[src/rtl/otter_intr_ctrl.sv]
// otter_intr_ctrl: interrupt source side of the OTTER interrupt handshake.
// External IRQ lines are synchronized, rising-edge detected and latched in
// PENDING. The highest-priority enabled pending source (lowest index) raises
// INTR. The CPU answers with INT_TAKEN, and the trap handler ends service by
// writing EOI. PENDING, MASK and STATUS are visible on a small MMIO window.
module otter_intr_ctrl #(
  parameter int unsigned NUM_SRC     = 8,  // 1..16, index 0 = highest priority
  parameter int unsigned SYNC_STAGES = 2   // synchronizer depth, >= 2
) (
  input  logic               clk_i,
  input  logic               rst_ni,
  input  logic [NUM_SRC-1:0] irq_in_i,
  input  logic               csr_mie_i,
  input  logic               int_taken_i,
  output logic               intr_o,
  output logic [3:0]         int_id_o,
  output logic               in_svc_o,
  input  logic [3:0]         addr_i,
  input  logic [31:0]        wd_i,
  input  logic               wr_en_i,
  output logic [31:0]        rd_o
);

  typedef enum logic [1:0] {
    IDLE = 2'd0,
    REQ  = 2'd1,
    SVC  = 2'd2
  } state_e;

  typedef enum logic [1:0] {
    REG_PENDING = 2'd0,
    REG_MASK    = 2'd1,
    REG_STATUS  = 2'd2,
    REG_EOI     = 2'd3
  } reg_sel_e;

  // Synchronizer chain, edge register and the priming shift register.
  logic [NUM_SRC-1:0] sync_q [SYNC_STAGES];
  logic [NUM_SRC-1:0] edge_q;
  logic [SYNC_STAGES:0] fill_q;

  logic [NUM_SRC-1:0] sync_out;
  logic               primed;
  logic [NUM_SRC-1:0] rise;

  // Architectural state.
  state_e             state_q, state_d;
  logic [NUM_SRC-1:0] pend_q, pend_d;
  logic [NUM_SRC-1:0] mask_q, mask_d;
  logic [3:0]         int_id_q, int_id_d;

  // Decode and priority.
  reg_sel_e           reg_sel;
  logic               wr_pending, wr_mask, wr_eoi;
  logic [NUM_SRC-1:0] pend_en;
  logic [NUM_SRC-1:0] sel_oh;
  logic [3:0]         sel_id;
  logic               req;
  logic               take;

  // Only ADDR[3:2] selects a register; low address bits and unused write data
  // bits are intentionally dropped.
  logic unused_bits;
  assign unused_bits = ^{addr_i[1:0], wd_i};

  assign sync_out = sync_q[SYNC_STAGES-1];

  // The edge detector only arms once the chain holds real samples and the
  // edge register has seen one of them. A line already high when reset is
  // released therefore reads as a held level, not a fresh edge, and must
  // drop and rise again before it pends.
  assign primed = fill_q[SYNC_STAGES];
  assign rise   = sync_out & ~edge_q & {NUM_SRC{primed}};

  // Synchronize IRQ lines, track the previous synced level, count priming.
  // NOTE: every flop here, the synchronizer included, takes the async reset so
  // a reset mid-handshake cannot leave stale samples to be seen as edges.
  always_ff @(posedge clk_i or negedge rst_ni) begin
    if (!rst_ni) begin
      for (int s = 0; s < int'(SYNC_STAGES); s++) begin
        sync_q[s] <= '0;
      end
      edge_q <= '0;
      fill_q <= '0;
    end else begin
      // NOTE: non-blocking assignments make every stage sample the value the
      // previous stage held before this edge, which is what forms the chain.
      sync_q[0] <= irq_in_i;
      for (int s = 1; s < int'(SYNC_STAGES); s++) begin
        sync_q[s] <= sync_q[s-1];
      end
      edge_q <= sync_out;
      fill_q <= {fill_q[SYNC_STAGES-1:0], 1'b1};
    end
  end

  assign reg_sel    = reg_sel_e'(addr_i[3:2]);
  assign wr_pending = wr_en_i && (reg_sel == REG_PENDING);
  assign wr_mask    = wr_en_i && (reg_sel == REG_MASK);
  assign wr_eoi     = wr_en_i && (reg_sel == REG_EOI);

  // Lowest set bit of the enabled pending vector wins.
  assign pend_en = pend_q & mask_q;
  assign sel_oh  = pend_en & (~pend_en + 1'b1);
  assign req     = |pend_en;

  // Encode the one-hot winner into a source ID.
  always_comb begin
    sel_id = 4'd0;
    for (int i = int'(NUM_SRC) - 1; i >= 0; i--) begin
      if (pend_en[i]) begin
        sel_id = 4'(i);
      end
    end
  end

  // A take is only honoured while requesting with a real winner to service.
  assign take = (state_q == REQ) && int_taken_i && req;

  // Next-state logic for the handshake FSM and the service ID.
  always_comb begin
    // NOTE: defaults first so every path assigns every output; no latches.
    state_d  = state_q;
    int_id_d = int_id_q;
    unique case (state_q)
      IDLE: begin
        if (req && csr_mie_i) begin
          state_d = REQ;
        end
      end
      REQ: begin
        if (take) begin
          state_d  = SVC;
          int_id_d = sel_id;
        end else if (!req || !csr_mie_i) begin
          // Request withdrawn before the CPU took it; pending bits remain.
          state_d = IDLE;
        end
      end
      SVC: begin
        // INT_TAKEN is ignored here, so an EOI in the same cycle still wins.
        if (wr_eoi) begin
          state_d = IDLE;
        end
      end
      default: state_d = IDLE;
    endcase
  end

  // Next-state logic for PENDING and MASK. Applying new edges last lets a
  // fresh edge override both a W1C and the take-clear of the same bit.
  always_comb begin
    pend_d = pend_q;
    mask_d = mask_q;
    if (wr_pending) begin
      pend_d = pend_d & ~wd_i[NUM_SRC-1:0];
    end
    if (take) begin
      pend_d = pend_d & ~sel_oh;
    end
    pend_d = pend_d | rise;
    if (wr_mask) begin
      mask_d = wd_i[NUM_SRC-1:0];
    end
  end

  // Architectural registers.
  always_ff @(posedge clk_i or negedge rst_ni) begin
    if (!rst_ni) begin
      state_q  <= IDLE;
      pend_q   <= '0;
      mask_q   <= '0;
      int_id_q <= '0;
    end else begin
      state_q  <= state_d;
      pend_q   <= pend_d;
      mask_q   <= mask_d;
      int_id_q <= int_id_d;
    end
  end

  assign intr_o   = (state_q == REQ);
  assign in_svc_o = (state_q == SVC);
  assign int_id_o = int_id_q;

  // MMIO read mux, combinational from ADDR.
  always_comb begin
    rd_o = 32'h0;
    unique case (reg_sel)
      REG_PENDING: rd_o = 32'(pend_q);
      REG_MASK:    rd_o = 32'(mask_q);
      REG_STATUS:  rd_o = {in_svc_o, intr_o, 26'h0, int_id_q};
      REG_EOI:     rd_o = 32'h0;
      default:     rd_o = 32'h0;
    endcase
  end

endmodule
[config.mk]
export PLATFORM = sky130hd
export DESIGN_NAME = otter_intr_ctrl
export DESIGN_NICKNAME = d
export VERILOG_FILES = /design/src/rtl/otter_intr_ctrl.sv
export SDC_FILE = /design/constraint.sdc
export NUM_CORES = 1
export LEC_CHECK = 0
export CAP_MARGIN = 20
export CORE_MARGIN = 5
export CORE_UTILIZATION = 46
export DETAILED_ROUTE_END_ITERATION = 16
export HOLD_SLACK_MARGIN = 0.1
export PLACE_DENSITY_LB_ADDON = 0.12
export SYNTH_ARGS = -nofsm -noshare
export SYNTH_HDL_FRONTEND = slang
export SYNTH_SLANG_ARGS = --single-unit
[constraint.sdc]
create_clock -name clk_i -period 2.08 [get_ports clk_i]
set_input_delay 0.416 -clock clk_i [delete_from_list [all_inputs] [get_ports clk_i]]
set_output_delay 0.416 -clock clk_i [all_outputs]
set_load 0.02 [all_outputs]
==> results of run 1 <==
-- layout by cell type, fill, tap and decap left out, drive strengths merged, types with 3 or more instances in the layout --
| master | Yosys | layout |
|---|---|---|
| a22oi | 4 | 4 |
| o21ai | 6 | 6 |
| mux2i | 8 | 8 |
| nand2 | 26 | 26 |
| clkbuf | 1 | 8 |
| and3 | 3 | 3 |
| a32o | 4 | 4 |
| nor2 | 7 | 7 |
| conb | 2 | 24 |
| nor2b | 5 | 5 |
| buf | 24 | 27 |
| a22o | 3 | 3 |
| nand4 | 3 | 3 |
| clkdlybuf4s50 | 0 | 25 |
| nand3 | 3 | 3 |
| mux2 | 8 | 8 |
| nand3b | 4 | 4 |
| dfrtp | 48 | 48 |
-- cells in the mapped netlist, drive strengths merged --
library cell	instances
a41o	1
a21boi	1
conb	2
and2b	1
a21o	1
a22oi	4
nand3b	4
mux2i	8
dfrtp	48
o22ai	1
nor2	7
inv	2
o21ai	6
nand4	3
a32o	4
o211ai	2
clkbuf	1
mux2	8
a21oi	2
a22o	3
and3	3
a221o	1
buf	24
a2111oi	1
nor3	1
nor3b	1
nand3	3
nor2b	5
and3b	2
and4b	1
a31oi	2
nand2	26
-- area by class of cell --
| type | instances | area, um^2 | share of cell area |
|---|---|---|---|
| clock inverters | 1 | 5.005 | 0.001885 |
| well taps | 52 | 65.06 | 0.02451 |
| flip-flops and latches | 48 | 1201 | 0.4524 |
| inverters | 2 | 7.507 | 0.002828 |
| clock buffers | 6 | 72.57 | 0.02733 |
| multi-input cells | 126 | 813.3 | 0.3063 |
| repair buffers | 57 | 490.5 | 0.1847 |
-- final timing paths --
check	depth (start not counted)	start	to	slack, ns
worst max-delay path	4	addr_i[3]	rd_o[30]	0.08
worst min-delay path	0	sync_q[15]$_DFF_PN0_	sync_out[7]$_DFF_PN0_	0.35
worst max register to register	4	mask_q[3]$_DFFE_PN0P_	pend_q[4]$_DFF_PN0_	0.48
worst min register to register	0	sync_q[15]$_DFF_PN0_	sync_out[7]$_DFF_PN0_	0.35
max in group asynchronous	3	rst_ni	sync_q[11]$_DFF_PN0_	0.94
min in group asynchronous	2	rst_ni	sync_q[13]$_DFF_PN0_	0.62
-- through the flow --
| step | setup WS (ns) | hold slack (ns) |
|---|---|---|
| 3_5_place_dp | -0.3880 | 0.3347 |
| 2_1_floorplan | 0.3770 | 0.1204 |
| 4_1_cts | 0.001191 | 0.3531 |
| 3_3_place_gp | -0.3524 | 0.3321 |
| 6_report | 0.07581 | 0.3511 |
| 5_1_grt | 0.01267 | 0.3644 |
-- flip-flops by register name, summed over array words and instances (netlist names) --
name      cells
edge_q        8
mask_q        8
pend_q        8
sync_out      8
sync_q        8
fill_q        3
int_id_o      3
state_q       2
-- power breakdown --
part | switching [mW] | leakage (nW) | internal, mW
Combinational | 0.424 | 0.649 | 0.376
Sequential | 0.159 | 0.560 | 1.08
Clock | 0.280 | 0.0410 | 0.229
-- cell families after synthesis --
kind of cell    count (synthesis)
mux                            16
buf+inv                        27
other cells                     2
flops                          48
compound gates                 29
simple gates                   57
-- per-layer routing --
metal	global-route usage	vias up	wire length [um]
met2	0.2412	57	2056
met3	0.05208	9	414
met5	0	-	0
li1	-	707	-
met1	0.1896	722	1871
met4	0.06014	0	85
-- worst reg2reg max path: stages, from the launching register on --
cell	delay [ns]
sky130_fd_sc_hd__dfrtp_1	0.45
sky130_fd_sc_hd__a22o_4	0.31
sky130_fd_sc_hd__a2111oi_4	0.41
sky130_fd_sc_hd__nand2_1	0.10
sky130_fd_sc_hd__a32o_1	0.22
-- timing repair --
item | in CTS | in global routing
hold buffers | 1 | 0
setup endpoints to repair | 10 | 9
endpoints found under the hold margin | 20 | 0
buffers inserted | 4 | 0
resized for setup | 32 | 9
==> results.md, run 1 <==
| Stage | Item | This run |
| --- | --- | --- |
| worst setup path | Endpoint required time on the critical path | 1.66 ns |
| global route | Tot GR Track Use | 0.1519 |
| drt | Drt wl/cell | 15.16 um |
| clock tree | Clock Sink Count | 48 |
| floorplan | Initial standard-cell utilization of the core | 0.4802 |
| sta | Final Max Slew Viols | 0 |
| floorplan | FP Rows | 24 |
| clock tree | Insertion delay to the later sink of the worst-skew pair | 0.30 ns |
| logic synthesis | Synth area leader | sky130_fd_sc_hd__dfrtp_1 |
| worst setup path | Crit path capture type | output port |
| sta | Max-slew headroom at the worst pin | 0.6625 |
| logic synthesis | Area fraction in compound gates after synthesis | 0.1198 |
| logic synthesis | Area share of and/or/nand/nor cells after synthesis | 0.1411 |
| placed design | Number of placed cells counting well taps | 280 |
| worst setup path | Type of the setup path with the least slack | primary input to output port |
| logic synthesis | Synth Area in XOR/XNOR | 0 |
| logic synthesis | Cell area after synthesis | 2120 um^2 |
| sta | Final-layout setup total negative slack | 0 ns |
| floorplan | Die area | 6065 um^2 |
| floorplan | Area of the core | 4414 um^2 |
| placed design | Post-placement cell area | 2577 um^2 |
| sta | Fin Clk Skew | 0.007029 ns |
| finish | Filler cells | 366 |
| logic synthesis | Cell count after synthesis | 179 |
| drt | Residual antenna-violating net count after detailed routing | 0 |
| clock tree | Number of levels in the clock H-tree | 2 |
| floorplan | I/O pin count | 87 |
| floorplan | Overall die height | 77.88 um |
| placed design | Gpl congestion | 0.8382 |
| power and ir drop | Leakage dissipation | 1.249 nW |
| global route | Antenna violations before repair | 0 |
| logic synthesis | Number of storage elements in the synthesis netlist | 48 |
| clock tree | CTS tree | built |
| floorplan | Die Wd | 77.88 um |
| finish | Layout cells sized above 1 | 0.2167 |
| power and ir drop | Worst vdd ir | 0.0005324 V |
| clock tree | Root buffer selected by CTS | sky130_fd_sc_hd__clkbuf_8 |
| finish | Cell Count, Final, Fillers Out | 292 |
| clock tree | Buffer levels on the longest clock path | 2 |
| sta | Final critical-path share of the clock period | 0.9636 |
| worst setup path | Crit-path slowest cell | sky130_fd_sc_hd__clkdlybuf4s50_1 |
| worst setup path | Slowest stage delay, CP | 0.52 ns |
| run status | Outcome | finished clean |
| finish | Layout overhead on the synthesized area | 25.27% |
| logic synthesis | Post-synthesis adder-cell area fraction | 0 |
| worst setup path | Largest fanout on the critical path | 6 |
| sta | Final-report setup violation count | 0 |
| drt | DRC violation count after routing | 0 |
| worst setup path | Buffering stage count on the worst path with inverters included | 3 |
| job | Max-capacitance violation count | 0 |
| drt | Average vias per placed instance | 5.120 |
| logic synthesis | Area share of the largest cell type after synthesis | 0.5667 |
| finish | Diode count | 0 |
| logic synthesis | Number of warnings issued by yosys | 0 |
| sta | Final Hold Vio Count | 0 |
| worst setup path | CP startpoint kind | primary input |
| power and ir drop | Power Total | 2.543 mW |
| logic synthesis | Dominant combinational cell family by area after synthesis | simple AND/OR/NAND/NOR gates |
| logic synthesis | Portion of the post-synthesis area used by sequential elements | 0.5667 |
| finish | Final core utilization | 0.6015 |
| min path | Path type of the worst min-delay path | flip-flop to flip-flop |
| clock tree | Number of clock buffers inserted by TritonCTS | 5 |
| finish | Total non-filler cell area in the finished layout | 2655 um^2 |
| power and ir drop | Power Dens Cells | 957.8 nW/um^2 |
| global route | Maximum number of pins on one net before global-route repair | 29 |
| placed design | Detailed placer's ending HPWL | 3368 um |
| finish | Number of nets in the finished design | 289 |
| sta | Max Clock Freq | 0.4990 GHz |
| global route | Total global routing overflow | 0 |
| logic synthesis | Distinct cells, synth | 38 |
| global route | Via count of the first global-routing pass | 1548 |
| sta | Final critical delay including setup and external delays | 2.004 ns |
| drt | Via count of the routed design | 1495 |
| drt | Pre-Repair DR Iteration Count | 4 |
| logic synthesis | Syn avg cell area | 11.84 um^2 |
| worst setup path | Cell class contributing the biggest share of worst-path delay | buffers and inverters |
| global route | Global-route wire length before repair | 7307 um |
| placed design | Port buffer count | 37 |
| clock tree | Clk pin slew, worst setup/hold paths | 0.08 ns |
| worst setup path | Arrival @ worst endpoint | 1.59 ns |
| sta | Unrepaired setup endpoints after global routing | no |
| drt | Starting DRT DRC Count | 105 |
| logic synthesis | Post-synthesis mux area share | 0.08028 |
| worst setup path | Ordered cell list for the critical path | clkdlybuf4s50_1 -> buf_4 -> and3b_1 -> dlygate4sd2_1 |
| drt | Sum of routed wire length over all layers | 4427 um |
| logic synthesis | Synth top area cells | sky130_fd_sc_hd__dfrtp_1 (57%), sky130_fd_sc_hd__buf_4 (8.1%), sky130_fd_sc_hd__nand2_1 (4.6%), sky130_fd_sc_hd__mux2_2 (4.3%), sky130_fd_sc_hd__mux2i_1 (3.8%) |
| sta | Slew of the pin with the lowest slew margin | 0.5062 ns |
Power figures use the tool's default switching activity.
==> run 2, diff against run 1 <==
--- a/config.mk
+++ b/config.mk
@@ -11,6 +11,7 @@
 export DETAILED_ROUTE_END_ITERATION = 16
 export HOLD_SLACK_MARGIN = 0.1
 export PLACE_DENSITY_LB_ADDON = 0.12
+export SLEW_MARGIN = 5
 export SYNTH_ARGS = -nofsm -noshare
 export SYNTH_HDL_FRONTEND = slang
 export SYNTH_SLANG_ARGS = --single-unit
==> results of run 2 <==
Final layout, timing and power as in run 1 (identical DEF).
==> run 3, diff against run 2 <==
--- a/config.mk
+++ b/config.mk
@@ -11,6 +11,7 @@
 export DETAILED_ROUTE_END_ITERATION = 16
 export HOLD_SLACK_MARGIN = 0.1
 export PLACE_DENSITY_LB_ADDON = 0.12
+export SKIP_CTS_REPAIR_TIMING = 1
 export SLEW_MARGIN = 5
 export SYNTH_ARGS = -nofsm -noshare
 export SYNTH_HDL_FRONTEND = slang
==> run 3 against run 2 <==
Via count down 0.94%. Worst hold slack worse by 0.00091 ns. Power is 0.44% higher. Critical path depth up 1. Non-clock buffer count fell by 4. Register-to-register slack barely moved. Final area up 0.85%. Highest routed layer unchanged. Clock skew barely moved. Routed wire length decreased by 0.18%. Count of clock-buffer cells in the layout is the same. Final cell count fell by 1.4%. First-iteration DRC count increased by 20%.
==> results.md, run 3 (synthesis results as in run 1) <==
| Stage | Item | This run |
| --- | --- | --- |
| run status | Outcome | finished clean |
| worst setup path | Crit path capture type | output port |
| sta | Final critical delay including setup and external delays | 2.002 ns |
| worst setup path | CP startpoint kind | primary input |
| placed design | Detailed placer's ending HPWL | 3368 um |
| finish | Most common cell after layout, fill and taps aside | sky130_fd_sc_hd__dfrtp_1 |
| floorplan | Initial standard-cell utilization of the core | 0.4802 |
| clock tree | Number of levels in the clock H-tree | 2 |
| placed design | Gpl congestion | 0.8382 |
| sta | Final critical-path share of the clock period | 0.9623 |
| clock tree | CTS tree | built |
| global route | Antenna violations before repair | 0 |
| floorplan | Area of the core | 4414 um^2 |
| drt | Drt wl/cell | 15.34 um |
| drt | DRC violation count after routing | 0 |
| sta | Final Max Slew Viols | 0 |
| worst setup path | Arrival @ worst endpoint | 1.59 ns |
| power and ir drop | Power Total | 2.554 mW |
| finish | Layout cells sized above 1 | 0.1737 |
| finish | Sequential Area | 1201 um^2 |
| placed design | Port buffer count | 37 |
| finish | Filler cells | 363 |
| floorplan | I/O pin count | 87 |
| global route | Tot GR Track Use | 0.1502 |
| sta | Max-slew headroom at the worst pin | 0.6618 |
| floorplan | Die area | 6065 um^2 |
| worst setup path | Endpoint required time on the critical path | 1.66 ns |
| sta | Fin Clk Skew | 0.006996 ns |
| sta | Slew of the pin with the lowest slew margin | 0.5072 ns |
| global route | Total global routing overflow | 0 |
| clock tree | Clock Sink Count | 48 |
| power and ir drop | Leakage dissipation | 1.333 nW |
| floorplan | FP Rows | 24 |
| finish | Final core utilization | 0.6066 |
| clock tree | Number of clock buffers inserted by TritonCTS | 5 |
| worst setup path | Largest fanout on the critical path | 6 |
| global route | Global-route wire length before repair | 7210 um |
| power and ir drop | Worst vdd ir | 0.0005323 V |
| drt | Via count of the routed design | 1481 |
| finish | Highest-count cells in the layout ignoring fill and taps | sky130_fd_sc_hd__dfrtp_1 (48), sky130_fd_sc_hd__nand2_1 (26), sky130_fd_sc_hd__clkdlybuf4s50_1 (25), sky130_fd_sc_hd__conb_1 (24), sky130_fd_sc_hd__buf_4 (14) |
| finish | Number of nets in the finished design | 285 |
| drt | Residual antenna-violating net count after detailed routing | 0 |
| clock tree | Root buffer selected by CTS | sky130_fd_sc_hd__clkbuf_8 |
| finish | Cell Count, Final, Fillers Out | 288 |
| finish | Multi-input logic area | 813.3 um^2 |
| min path | Path type of the worst min-delay path | flip-flop to flip-flop |
| finish | Layout overhead on the synthesized area | 26.33% |
| placed design | Post-placement cell area | 2577 um^2 |
| finish | Diode count | 0 |
| drt | Sum of routed wire length over all layers | 4419 um |
| drt | Pre-Repair DR Iteration Count | 4 |
| placed design | Number of placed cells counting well taps | 280 |
| sta | Final Hold Vio Count | 0 |
| drt | Starting DRT DRC Count | 126 |
| finish | Total non-filler cell area in the finished layout | 2678 um^2 |
| clock tree | Clk pin slew, worst setup/hold paths | 0.08 ns |
| global route | Maximum number of pins on one net before global-route repair | 29 |
| drt | Average vias per placed instance | 5.142 |
| floorplan | Overall die height | 77.88 um |
| global route | Via count of the first global-routing pass | 1518 |
| clock tree | Insertion delay to the later sink of the worst-skew pair | 0.29 ns |
| clock tree | Buffer levels on the longest clock path | 2 |
| sta | Max Clock Freq | 0.4996 GHz |
| sta | Final-report setup violation count | 0 |
| job | Max-capacitance violation count | 0 |
| floorplan | Die Wd | 77.88 um |
| power and ir drop | Power Dens Cells | 953.9 nW/um^2 |
| worst setup path | Type of the setup path with the least slack | primary input to output port |
## run 3: cell types whose count changed in the layout (fill, tap and decap cells not counted)
| cell | change |
|---|---|
| sky130_fd_sc_hd__dlymetal6s2s_1 | +8 |
| sky130_fd_sc_hd__dlygate4sd2_1 | -1 |
| sky130_fd_sc_hd__buf_6 | -1 |
| sky130_fd_sc_hd__buf_4 | -3 |
| sky130_fd_sc_hd__buf_2 | -7 |
## run 3: final cells by class
| type | instances | area share |
|---|---|---|
| Inverter | 2 | 0.002804 |
| Multi-Input combinational cell | 126 | 0.3037 |
| Clock buffer | 6 | 0.02710 |
| Sequential cell | 48 | 0.4486 |
| Timing Repair Buffer | 53 | 0.1916 |
| Clock inverter | 1 | 0.001869 |
| Tap cell | 52 | 0.02430 |
## run 3: worst paths after layout
| path | from | to | slack, ns | depth (start not counted) |
|---|---|---|---|---|
| worst max-delay path | addr_i[3] | rd_o[2] | 0.08 | 5 |
| worst min-delay path | sync_q[15]$_DFF_PN0_ | sync_out[7]$_DFF_PN0_ | 0.35 | 0 |
| worst max register to register | mask_q[3]$_DFFE_PN0P_ | pend_q[4]$_DFF_PN0_ | 0.48 | 4 |
| worst min register to register | sync_q[15]$_DFF_PN0_ | sync_out[7]$_DFF_PN0_ | 0.35 | 0 |
| max in group asynchronous | rst_ni | sync_q[11]$_DFF_PN0_ | 0.94 | 3 |
| min in group asynchronous | rst_ni | sync_q[13]$_DFF_PN0_ | 0.62 | 2 |
## run 3: power by group
| group | switching (mW) | internal [mW] | leakage [nW] |
|---|---|---|---|
| combinational | 0.425 | 0.388 | 0.732 |
| sequential | 0.157 | 1.08 | 0.560 |
| clock | 0.279 | 0.229 | 0.0410 |
## run 3: per-stage QoR
| step | setup TNS, ns | worst slack [ns] | hold WS [ns] |
|---|---|---|---|
| finish | 0 | 0.07842 | 0.3502 |
| floorplan | 0 | 0.3770 | 0.1204 |
| CTS | -2.751 | -0.3936 | 0.09422 |
| global route | -0.0003968 | -0.0003968 | 0.3644 |
| detailed placement | -2.681 | -0.3880 | 0.3347 |
| global placement | -2.550 | -0.3524 | 0.3321 |
## run 3: worst max-delay path, cell delays in order
cell and delay (ns):
sky130_fd_sc_hd__clkdlybuf4s50_1 0.53, sky130_fd_sc_hd__buf_4 0.17, sky130_fd_sc_hd__mux2i_1 0.07, sky130_fd_sc_hd__o21ai_0 0.15, sky130_fd_sc_hd__dlymetal6s2s_1 0.25
## run 3: metal layers
layer	track usage	up-vias	wire length [um]
met5	0	-	0
met4	0.05842	0	104
met3	0.05208	11	392
met2	0.2379	58	2057
met1	0.1881	711	1865
li1	-	701	-
